$ cat config.mk
export PLATFORM = sky130hd
export DESIGN_NAME = fetch_stage
export DESIGN_NICKNAME = d
export VERILOG_FILES = /design/src/rtl/fetch_stage_pkg.sv /design/src/rtl/fetch_stage_pc_reg.sv /design/src/rtl/fetch_stage.sv
export SDC_FILE = /design/constraint.sdc
export NUM_CORES = 1
export LEC_CHECK = 0
export CAP_MARGIN = 15
export CORE_ASPECT_RATIO = 0.8
export CORE_UTILIZATION = 25
export DETAILED_ROUTE_END_ITERATION = 16
export GPL_ROUTABILITY_DRIVEN = 0
export PLACE_DENSITY = 0.57
export SYNTH_ARGS = -nofsm -noshare
export SYNTH_HDL_FRONTEND = slang
export SYNTH_HIERARCHICAL = 1
export SYNTH_SLANG_ARGS = --single-unit
$ cat constraint.sdc
create_clock -name clk -period 1.8 [get_ports clk]
set_input_delay 0.18 -clock clk [delete_from_list [all_inputs] [get_ports clk]]
set_output_delay 0.18 -clock clk [all_outputs]
set_load 0.01 [all_outputs]
$ cat src/rtl/fetch_stage_pkg.sv
// Shared processor definitions for the fetch stage: opcodes, FSM encoding and
// the IF/ID bundle. The bundle PC field width (PC_W) fixes the fetch ADDR_W.
package fetch_stage_pkg;

    localparam int         PC_W    = 16;
    localparam logic [4:0] OPC_LDM = 5'b01101;
    localparam logic [4:0] OPC_HLT = 5'b00001;

    typedef enum logic [1:0] {
        ST_FETCH = 2'd0,
        ST_IMM   = 2'd1,
        ST_HALT  = 2'd2
    } fetch_state_e;

    typedef struct packed {
        logic [15:0]     instr;
        logic [15:0]     imm;
        logic            ldm;
        logic [PC_W-1:0] pc;
        logic            valid;
    } if_id_t;

    function automatic logic [4:0] opcode_of(input logic [15:0] word);
        return word[15:11];
    endfunction

endpackage

$ cat src/rtl/fetch_stage_pc_reg.sv
// Program counter with redirect > stall > increment priority.
// Increment wraps modulo 2^ADDR_W.
module pc_reg #(
    parameter int                ADDR_W   = 16,
    parameter logic [ADDR_W-1:0] RESET_PC = '0
) (
    input  logic              clk,
    input  logic              rst_n,
    input  logic              stall_i,
    input  logic              redirect_i,
    input  logic [ADDR_W-1:0] redirect_pc_i,
    input  logic              inc_i,
    output logic [ADDR_W-1:0] pc_o
);

    logic [ADDR_W-1:0] pc_q;
    logic [ADDR_W-1:0] pc_d;

    always_comb begin
        pc_d = pc_q;
        if (redirect_i) begin
            pc_d = redirect_pc_i;
        end else if (!stall_i && inc_i) begin
            pc_d = pc_q + ADDR_W'(1);
        end
    end

    always_ff @(posedge clk or negedge rst_n) begin
        if (!rst_n) begin
            pc_q <= RESET_PC;
        end else begin
            pc_q <= pc_d;
        end
    end

    assign pc_o = pc_q;

endmodule

$ cat src/rtl/fetch_stage.sv
// Instruction fetch: PC, two-word LDM assembly into the IF/ID register, stall and
// redirect handling. Define FETCH_HALT_EN to stop fetching after an HLT word.
module fetch_stage
    import fetch_stage_pkg::*;
#(
    parameter int                ADDR_W     = PC_W,
    parameter logic [ADDR_W-1:0] RESET_PC   = '0,
    parameter logic [4:0]        LDM_OPCODE = OPC_LDM,
    parameter logic [4:0]        HLT_OPCODE = OPC_HLT
) (
    input  logic              clk,
    input  logic              rst_n,
    output logic [ADDR_W-1:0] imem_addr,
    input  logic [15:0]       imem_rdata,
    input  logic              stall,
    input  logic              redirect,
    input  logic [ADDR_W-1:0] redirect_pc,
    output logic [15:0]       if_id_instr,
    output logic [15:0]       if_id_imm,
    output logic              if_id_ldm,
    output logic [ADDR_W-1:0] if_id_pc,
    output logic              if_id_valid,
    output logic              halted
);

    fetch_state_e      state_q, state_d;
    if_id_t            if_id_q, if_id_d;
    logic [15:0]       hold_q, hold_d;
    logic [ADDR_W-1:0] hold_pc_q, hold_pc_d;
    logic [ADDR_W-1:0] pc;
    logic              pc_inc;
    logic              is_ldm;
    logic              is_hlt;

    pc_reg #(
        .ADDR_W   (ADDR_W),
        .RESET_PC (RESET_PC)
    ) u_pc_reg (
        .clk           (clk),
        .rst_n         (rst_n),
        .stall_i       (stall),
        .redirect_i    (redirect),
        .redirect_pc_i (redirect_pc),
        .inc_i         (pc_inc),
        .pc_o          (pc)
    );

    assign is_ldm = (opcode_of(imem_rdata) == LDM_OPCODE);

`ifdef FETCH_HALT_EN
    assign is_hlt = (opcode_of(imem_rdata) == HLT_OPCODE);
    assign halted = (state_q == ST_HALT);
`else
    logic unused_hlt_opcode;
    assign unused_hlt_opcode = ^HLT_OPCODE;
    assign is_hlt = 1'b0;
    assign halted = 1'b0;
`endif

    always_ff @(posedge clk or negedge rst_n) begin
        if (!rst_n) begin
            state_q <= ST_FETCH;
        end else begin
            state_q <= state_d;
        end
    end

    always_comb begin
        state_d = state_q;
        if (redirect) begin
            state_d = ST_FETCH;
        end else if (!stall) begin
            case (state_q)
                ST_FETCH: begin
                    if (is_ldm) begin
                        state_d = ST_IMM;
                    end else if (is_hlt) begin
                        state_d = ST_HALT;
                    end
                end
                ST_IMM:  state_d = ST_FETCH;
                default: state_d = state_q;
            endcase
        end
    end

    // The word fetched in IMM is the immediate; it never goes through opcode decode.
    always_comb begin
        if_id_d   = if_id_q;
        hold_d    = hold_q;
        hold_pc_d = hold_pc_q;
        pc_inc    = 1'b0;
        if (redirect) begin
            if_id_d.valid = 1'b0;
            hold_d        = '0;
        end else if (!stall) begin
            case (state_q)
                ST_FETCH: begin
                    if (is_ldm) begin
                        hold_d        = imem_rdata;
                        hold_pc_d     = pc;
                        if_id_d.valid = 1'b0;
                        pc_inc        = 1'b1;
                    end else begin
                        if_id_d.instr = imem_rdata;
                        if_id_d.imm   = imem_rdata;
                        if_id_d.ldm   = 1'b0;
                        if_id_d.pc    = pc;
                        if_id_d.valid = 1'b1;
                        pc_inc        = !is_hlt;
                    end
                end
                ST_IMM: begin
                    if_id_d.instr = hold_q;
                    if_id_d.imm   = imem_rdata;
                    if_id_d.ldm   = 1'b1;
                    if_id_d.pc    = hold_pc_q;
                    if_id_d.valid = 1'b1;
                    pc_inc        = 1'b1;
                end
                default: if_id_d.valid = 1'b0;
            endcase
        end
    end

    always_ff @(posedge clk or negedge rst_n) begin
        if (!rst_n) begin
            if_id_q   <= '0;
            hold_q    <= '0;
            hold_pc_q <= '0;
        end else begin
            if_id_q   <= if_id_d;
            hold_q    <= hold_d;
            hold_pc_q <= hold_pc_d;
        end
    end

    assign imem_addr   = pc;
    assign if_id_instr = if_id_q.instr;
    assign if_id_imm   = if_id_q.imm;
    assign if_id_ldm   = if_id_q.ldm;
    assign if_id_pc    = if_id_q.pc;
    assign if_id_valid = if_id_q.valid;

endmodule

==> metrics.md, run 1 <==
| Metric | Value |
|---|---|
| Tot Pwr | 5.950 mW |
| Setup bufs post-CTS | 0 |
| Area leader, netlist | dfrtp_1 |
| Top-level I/O count | 103 |
| Reg-to-reg startpoint | state_q[0] |
| Clock Sinks | 99 |
| Startpoint types | input port |
| Hold path start | redirect |
| Layout Cells excl Fill | 744 |
| Share of layout cells above drive strength 1 | 30.35% |
| Vias | 3311 |
| Final hold slack | 0.1984 ns |
| Worst-Skew Late Latency | 0.34 ns |
| Reg2reg setup slack | 0.13 ns |
| Clock tree buffer depth | 2 |
| Final worst slack | 0.1147 ns |
| Final Max Slew Viols | 0 |
| Crit path kind | in -> reg |
| Fin nets | 525 |
| Core area | 18220 um^2 |
| Die Ht | 124.3 um |
| Final HPWL DP | 8597 um |
| Post-synth top area share | 52.97% |
| Period Utilization, post-route | 93.63% |
| Seq cells post-synth | 99 |
| Clock Skew | 0.006662 ns |
| Primary FF master, synth | dfrtp_1 |
| Setup-failing EPs final | 0 |
| Tot GR Track Use | 13.40% |
| Area growth, synth to finish | 39.17% |
| Syn Inst Count | 366 |
| Setup tns final | 0 ns |
| Top cells by area, synth | dfrtp_1, mux2_2, nand4b_1, mux2_4, xnor2_1 |
| Worst-path maximum fanout | 5 |
| Worst reg-to-reg path cell count | 4 |
| Vias/cell | 4.450 |
| Hold Path Stages | 3 |
| Syn Nets | 403 |
| FP Rows | 44 |
| Top cell types by occurrence after synthesis | dfrtp_1, mux2_2, nand2_1, clkbuf_1, o21ai_1 |
| Crit end category | register |
| Initial DRC count | 120 |
| Post-synth EDFFs | 0 |
| Num CTS Buffers | 9 |
| Filler Cell Count | 1774 |
| Drt wl/cell | 16.39 um |
| Hold Path Class | in -> reg |
| DRC | 0 |
| IO buf count | 101 |
| Die X | 154.9 um |
| H-tree Lvls | 3 |
| Initial Util | 25.67% |
| Reg clk slew, reported paths | 0.06 ns |
| Dpl ws | -0.2868 ns |
| Number of global-route vias before repair | 3559 |
| Asr flop ratio synth | 100.0% |
| Inst Count DP | 729 |
| Gr ovfl total | 0 |
| Mapped cell area | 4677 um^2 |
| Final WL | 12190 um |
| Largest net degree at the start of global routing | 53 |
| Leak | 2.657 nW |
| Die area | 19260 um^2 |
| Final min period | 1.685 ns |
| VDD IR max | 364.7 uV |
| Diode count | 0 |
| Global-route wire length before repair | 19790 um |
| Final ANT Viol Nets | 0 |
| Yosys warns | 6 |
| CTS tree | done |
| Pwr dens | 914.1 nW/um^2 |
| Count leader, synth | dfrtp_1 |
| Mean Syn Cell Area | 12.78 um^2 |
| Crit path required time | 2.01 ns |
| WHS Endpoint | hold_q[4] |
| Status | finished clean |
| Seq/Total Area, Yosys | 52.97% |
| Critical R2R Capture | if_id_imm[1] |
| Fin. Hold Viols | 0 |
| Max_cap viols | 0 |
| CTS root buf | clkbuf_16 |
| Synth unique cells | 51 |
| Antenna violations before repair | 1 |
| Drt pass-1 iters | 5 |
| Worst EP arrival | 1.90 ns |
| F_max | 593.4 MHz |
## per-layer routing
metal / up-vias / track usage (%) / part of all wire, %
met5: - / 0 / 0.11
met3: 12 / 3.862 / 4.2
met4: 2 / 4.310 / 1.5
met1: 1668 / 18.40 / 49
met2: 68 / 20.16 / 45
li1: 1561 / - / -
## worst max-delay path: stages
cell and delay (ns):
clkdlybuf4s50_1 0.49, or2_0 0.28, inv_2 0.10, nand4b_1 0.10, buf_4 0.17, nor4_2 0.33
xnor2_1 0.17, o21ai_1 0.08
## power by group
| part | leakage, nW | internal (mW) | switching, mW | total [mW] |
|---|---|---|---|---|
| combinational | 1.27 | 0.771 | 0.512 | 1.28 |
| clock | 0.145 | 1.20 | 0.794 | 2.00 |
| sequential | 1.24 | 2.49 | 0.183 | 2.67 |
| total | 2.66 | 4.46 | 1.49 | 5.95 |
## sequential cells by signal, summed over array words and instances, names as in the netlist
register       flops
if_id_instr       16
state_q            1
if_id_valid        1
if_id_imm         16
hold_pc_q         16
u_pc_reg/pc_o     16
hold_q            16
if_id_ldm          1
if_id_pc          16
## worst max path at each step
stage                    start                end  slack [ns]  cells after the start
finish                   stall  u_pc_reg/pc_o[11]        0.11                      8
global route             stall  u_pc_reg/pc_o[11]      -0.004                      8
CTS                      stall  u_pc_reg/pc_o[14]        0.09                      7
detailed placement       stall  u_pc_reg/pc_o[14]       -0.29                      7
floorplan           state_q[0]       if_id_imm[0]        0.02                      6
global placement         stall  u_pc_reg/pc_o[14]       -0.24                      7
## per-stage QoR
stage / util, % / instance area (um^2)
floorplan: - / 4677
global placement: 33.98 / 6192
detailed placement: 33.98 / 6192
CTS: 35.67 / 6500
global route: 35.72 / 6509
finish: 35.72 / 6509
## layout make-up
| class | instances | area [um^2] | share of cell area (%) |
|---|---|---|---|
| multi-input combinational | 234 | 2038 | 31.31 |
| sequential | 99 | 2479 | 38.08 |
| tap | 253 | 316.6 | 4.864 |
| clock buffer | 11 | 232.7 | 3.576 |
| clock inverter | 3 | 65.06 | 0.9996 |
| timing repair buffer | 137 | 1351 | 20.76 |
| inverter | 7 | 26.28 | 0.4037 |
## placed cells by master (no fill, tap or decap), drive strengths merged, types with 5 or more instances in the layout
cell type / synthesis / layout
a21oi: 13 / 13
o21ai: 19 / 19
nand4: 5 / 5
nor2: 6 / 6
mux2: 86 / 86
o31ai: 11 / 11
buf: 12 / 37
nand4b: 13 / 13
dfrtp: 99 / 99
clkbuf: 14 / 11
nand2: 19 / 19
nor3: 8 / 8
nor4: 6 / 6
clkdlybuf4s50: 0 / 99
xnor2: 10 / 10
inv: 7 / 7
## cells by family (layout without fill, tap and decap cells)
kind of cell / Yosys count / count (layout) / share of synthesized area, %
other cells: 1 / 1 / 0.08018
xor+xnor: 13 / 13 / 2.434
simple gates: 77 / 77 / 11.13
fa+ha+maj: 1 / 1 / 0.2675
compound gates: 53 / 53 / 7.384
mux: 89 / 89 / 21.83
flops: 99 / 99 / 52.97
buf+inv: 33 / 158 / 3.906
## what timing repair did
| item | CTS | global route |
|---|---|---|
| hold buffers | 1 | 0 |
| resized for setup | 0 | 1 |
| hold endpoints to repair | 99 | 0 |
| setup endpoints to repair | 0 | 2 |
(Power assumes the default switching activity.)
==> run 2, diff against run 1 <==
- ABC_AREA: default -> 1
==> run 2 against run 1 <==
Fmax increased by 0.91%; first-iteration DRC count is 110% higher; critical path depth shrank 7; register-to-register slack improved by 0.21 ns; final cell count up 30%; worst hold slack improved by 0.13 ns; largest power group unchanged.
==> metrics.md, run 2 <==
| Metric | Value |
|---|---|
| Status | finished clean |
| Largest net degree at the start of global routing | 62 |
| Leak | 3.139 nW |
| Vias/cell | 4.330 |
| Final min period | 1.670 ns |
| Slowest cell on crit path | clkdlybuf4s50_1 |
| Hold Path Class | in -> async |
| Seq cells post-synth | 99 |
| Drt pass-1 iters | 4 |
| Clock Sinks | 99 |
| Tot Pwr | 5.897 mW |
| Most common cell after layout, fill and taps aside | nand2_1 |
| Setup bufs post-CTS | 0 |
| Asr flop ratio synth | 100.0% |
| Worst-Skew Late Latency | 0.35 ns |
| Share of layout cells above drive strength 1 | 7.413% |
| Clock Skew | 0.008846 ns |
| Layout Cells excl Fill | 968 |
| Period Utilization, post-route | 92.78% |
| Crit path required time | 1.62 ns |
| Worst EP arrival | 1.49 ns |
| H-tree Lvls | 3 |
| DRC | 0 |
| Max_cap viols | 0 |
| Crit path kind | reg -> out |
| Final Max Slew Viols | 0 |
| Critical R2R Capture | u_pc_reg/pc_o[12] |
| Synth Area in Adders | 0.2612% |
| Pwr dens | 909.3 nW/um^2 |
| Crit. Startpoint | u_pc_reg/pc_o[2] |
| CP top delay family | buffers and inverters |
| Synth unique cells | 30 |
| Switching Share | 29.15% |
| Net load switching power | 1.719 mW |
| Reg-to-reg startpoint | u_pc_reg/pc_o[1] |
| CTS Hold Bufs | 1 |
| Reg2reg setup slack | 0.34 ns |
| Die X | 156.8 um |
| Area growth, synth to finish | 35.36% |
| Top-level I/O count | 103 |
| Crit end category | primary output |
| Final HPWL DP | 9500 um |
| Clock network power share | 35.0% |
| Vias | 4191 |
| Drt wl/cell | 13.91 um |
| Post-synth top area share | 51.71% |
| Clock tree buffer depth | 2 |
| Flop pwr share | 45.1% |
| Setup tns final | 0 ns |
| Gr ovfl total | 0 |
| VDD IR max | 434.4 uV |
| CTS root buf | clkbuf_16 |
| Syn Nets | 646 |
| Syn Inst Count | 609 |
| Post-synthesis simple-gate area fraction | 32.75% |
| Count leader, synth | nand2_1 |
| Post-synth EDFFs | 0 |
| Core area | 18440 um^2 |
| Die Ht | 125.8 um |
| Num CTS Buffers | 9 |
| Commonest non-fill, non-tap cells in the layout | nand2_1, clkdlybuf4s50_1, dfrtp_1, nand3_1, o21ai_0 |
| Post-CTS Resized | 0 |
| Fin nets | 747 |
| Final Util | 35.16% |
| Yosys warns | 6 |
| Final hold slack | 0.3243 ns |
| Crit path buffers/inverters | 1 |
| Mux cell area share after synthesis | 0% |
| Largest family of logic cells by synthesized area | simple AND/OR/NAND/NOR gates |
| Inst Count DP | 951 |
| Initial DRC count | 250 |
| F_max | 598.8 MHz |
| Area leader, netlist | dfrtp_1 |
| Synth Area in XOR/XNOR | 1.097% |
| Final ANT Viol Nets | 0 |
| Seq/Total Area, Yosys | 51.71% |
| Final WL | 13470 um |
| Reg clk slew, reported paths | 0.07 ns |
| Startpoint types | register |
| Global-route wire length before repair | 22040 um |
| P_int | 4.178 mW |
| Top cell types by occurrence after synthesis | nand2_1, dfrtp_1, nand3_1, o21ai_0, inv_1 |
| Worst-path maximum fanout | 8 |
| Tot GR Track Use | 14.39% |
| Post-synthesis compound-gate area fraction | 6.555% |
| CTS tree | done |
| FP Rows | 44 |
| Antenna violations before repair | 0 |
| Die area | 19720 um^2 |
| Worst-path cell chain | clkdlybuf4s50_1 |
| Worst reg-to-reg path cell count | 8 |
| Dpl ws | 0.09862 ns |
| Final worst slack | 0.1299 ns |
| Fin. Hold Viols | 0 |
| Final instance area | 6485 um^2 |
| Combinational share of power | 19.9% |
| Setup-failing EPs final | 0 |
| Top cells by area, synth | dfrtp_1, nand2_1, nand3_1, o21ai_0, inv_1 |
| Worst stage delay on the critical path | 0.60 ns |
| Mean Syn Cell Area | 7.867 um^2 |
| Post-DP Area | 6157 um^2 |
| IO buf count | 101 |
| Diode count | 0 |
| Primary FF master, synth | dfrtp_1 |
| RSZ-0062 raised after global routing | false |
| Number of global-route vias before repair | 4003 |
| Initial Util | 25.98% |
| Mapped cell area | 4791 um^2 |
run 2: cell types whose count changed after synthesis, moves of 9 or more:
cell      delta
nand2_1    +222
o31ai_1     -10
mux2_2      -79
inv_1       +39
nand3_1     +75
nor2_1      +12
nand4_1      +9
o21ai_1     -11
nand4b_1    -13
a21oi_1     -10
o21ai_0     +42
run 2: layout make-up:
cell class | instances | area (um^2)
well taps | 253 | 316.6
repair buffers | 123 | 1239
flip-flops and latches | 99 | 2477
fillers | 1957 | 11960
inverters | 48 | 182.7
multi-input cells | 429 | 1952
clock buffers | 9 | 225.2
clock inverters | 7 | 92.59
run 2: logic make-up after synthesis:
kind of cell,count (synthesis)
and+or+nand+nor,362
xor gates and xnor gates,6
adders and majority gates,1
other,1
DFF,99
AOI/OAI and AO/OA,59
buffers and inverters,81
run 2: worst max path at each step:
stage                            end  cells past startpoint
finish                  imem_addr[2]                      1
global route            imem_addr[2]                      1
CTS                     imem_addr[2]                      1
detailed placement     hold_pc_q[14]                      6
global placement         if_id_pc[7]                      7
floorplan           u_pc_reg/pc_o[9]                      8
run 2: power groups by stage:
stage                     clock network [mW]  logic [mW]  registers [mW]
after global routing                    2.23        1.30            2.69
after CTS                               2.15        1.19            2.66
after detailed placement                   0        1.19            2.70
after global placement                     0        1.17            2.71
final                                   2.07        1.17            2.66
after floorplan                            0       0.413            2.75
run 2: metal layers:
layer	wire length [um]	GRT usage, %	vias up
met3	615	3.166	7
met5	0	0	-
met4	95	3.633	0
met2	5405	19.35	113
met1	7350	22.66	1928
li1	-	-	2143
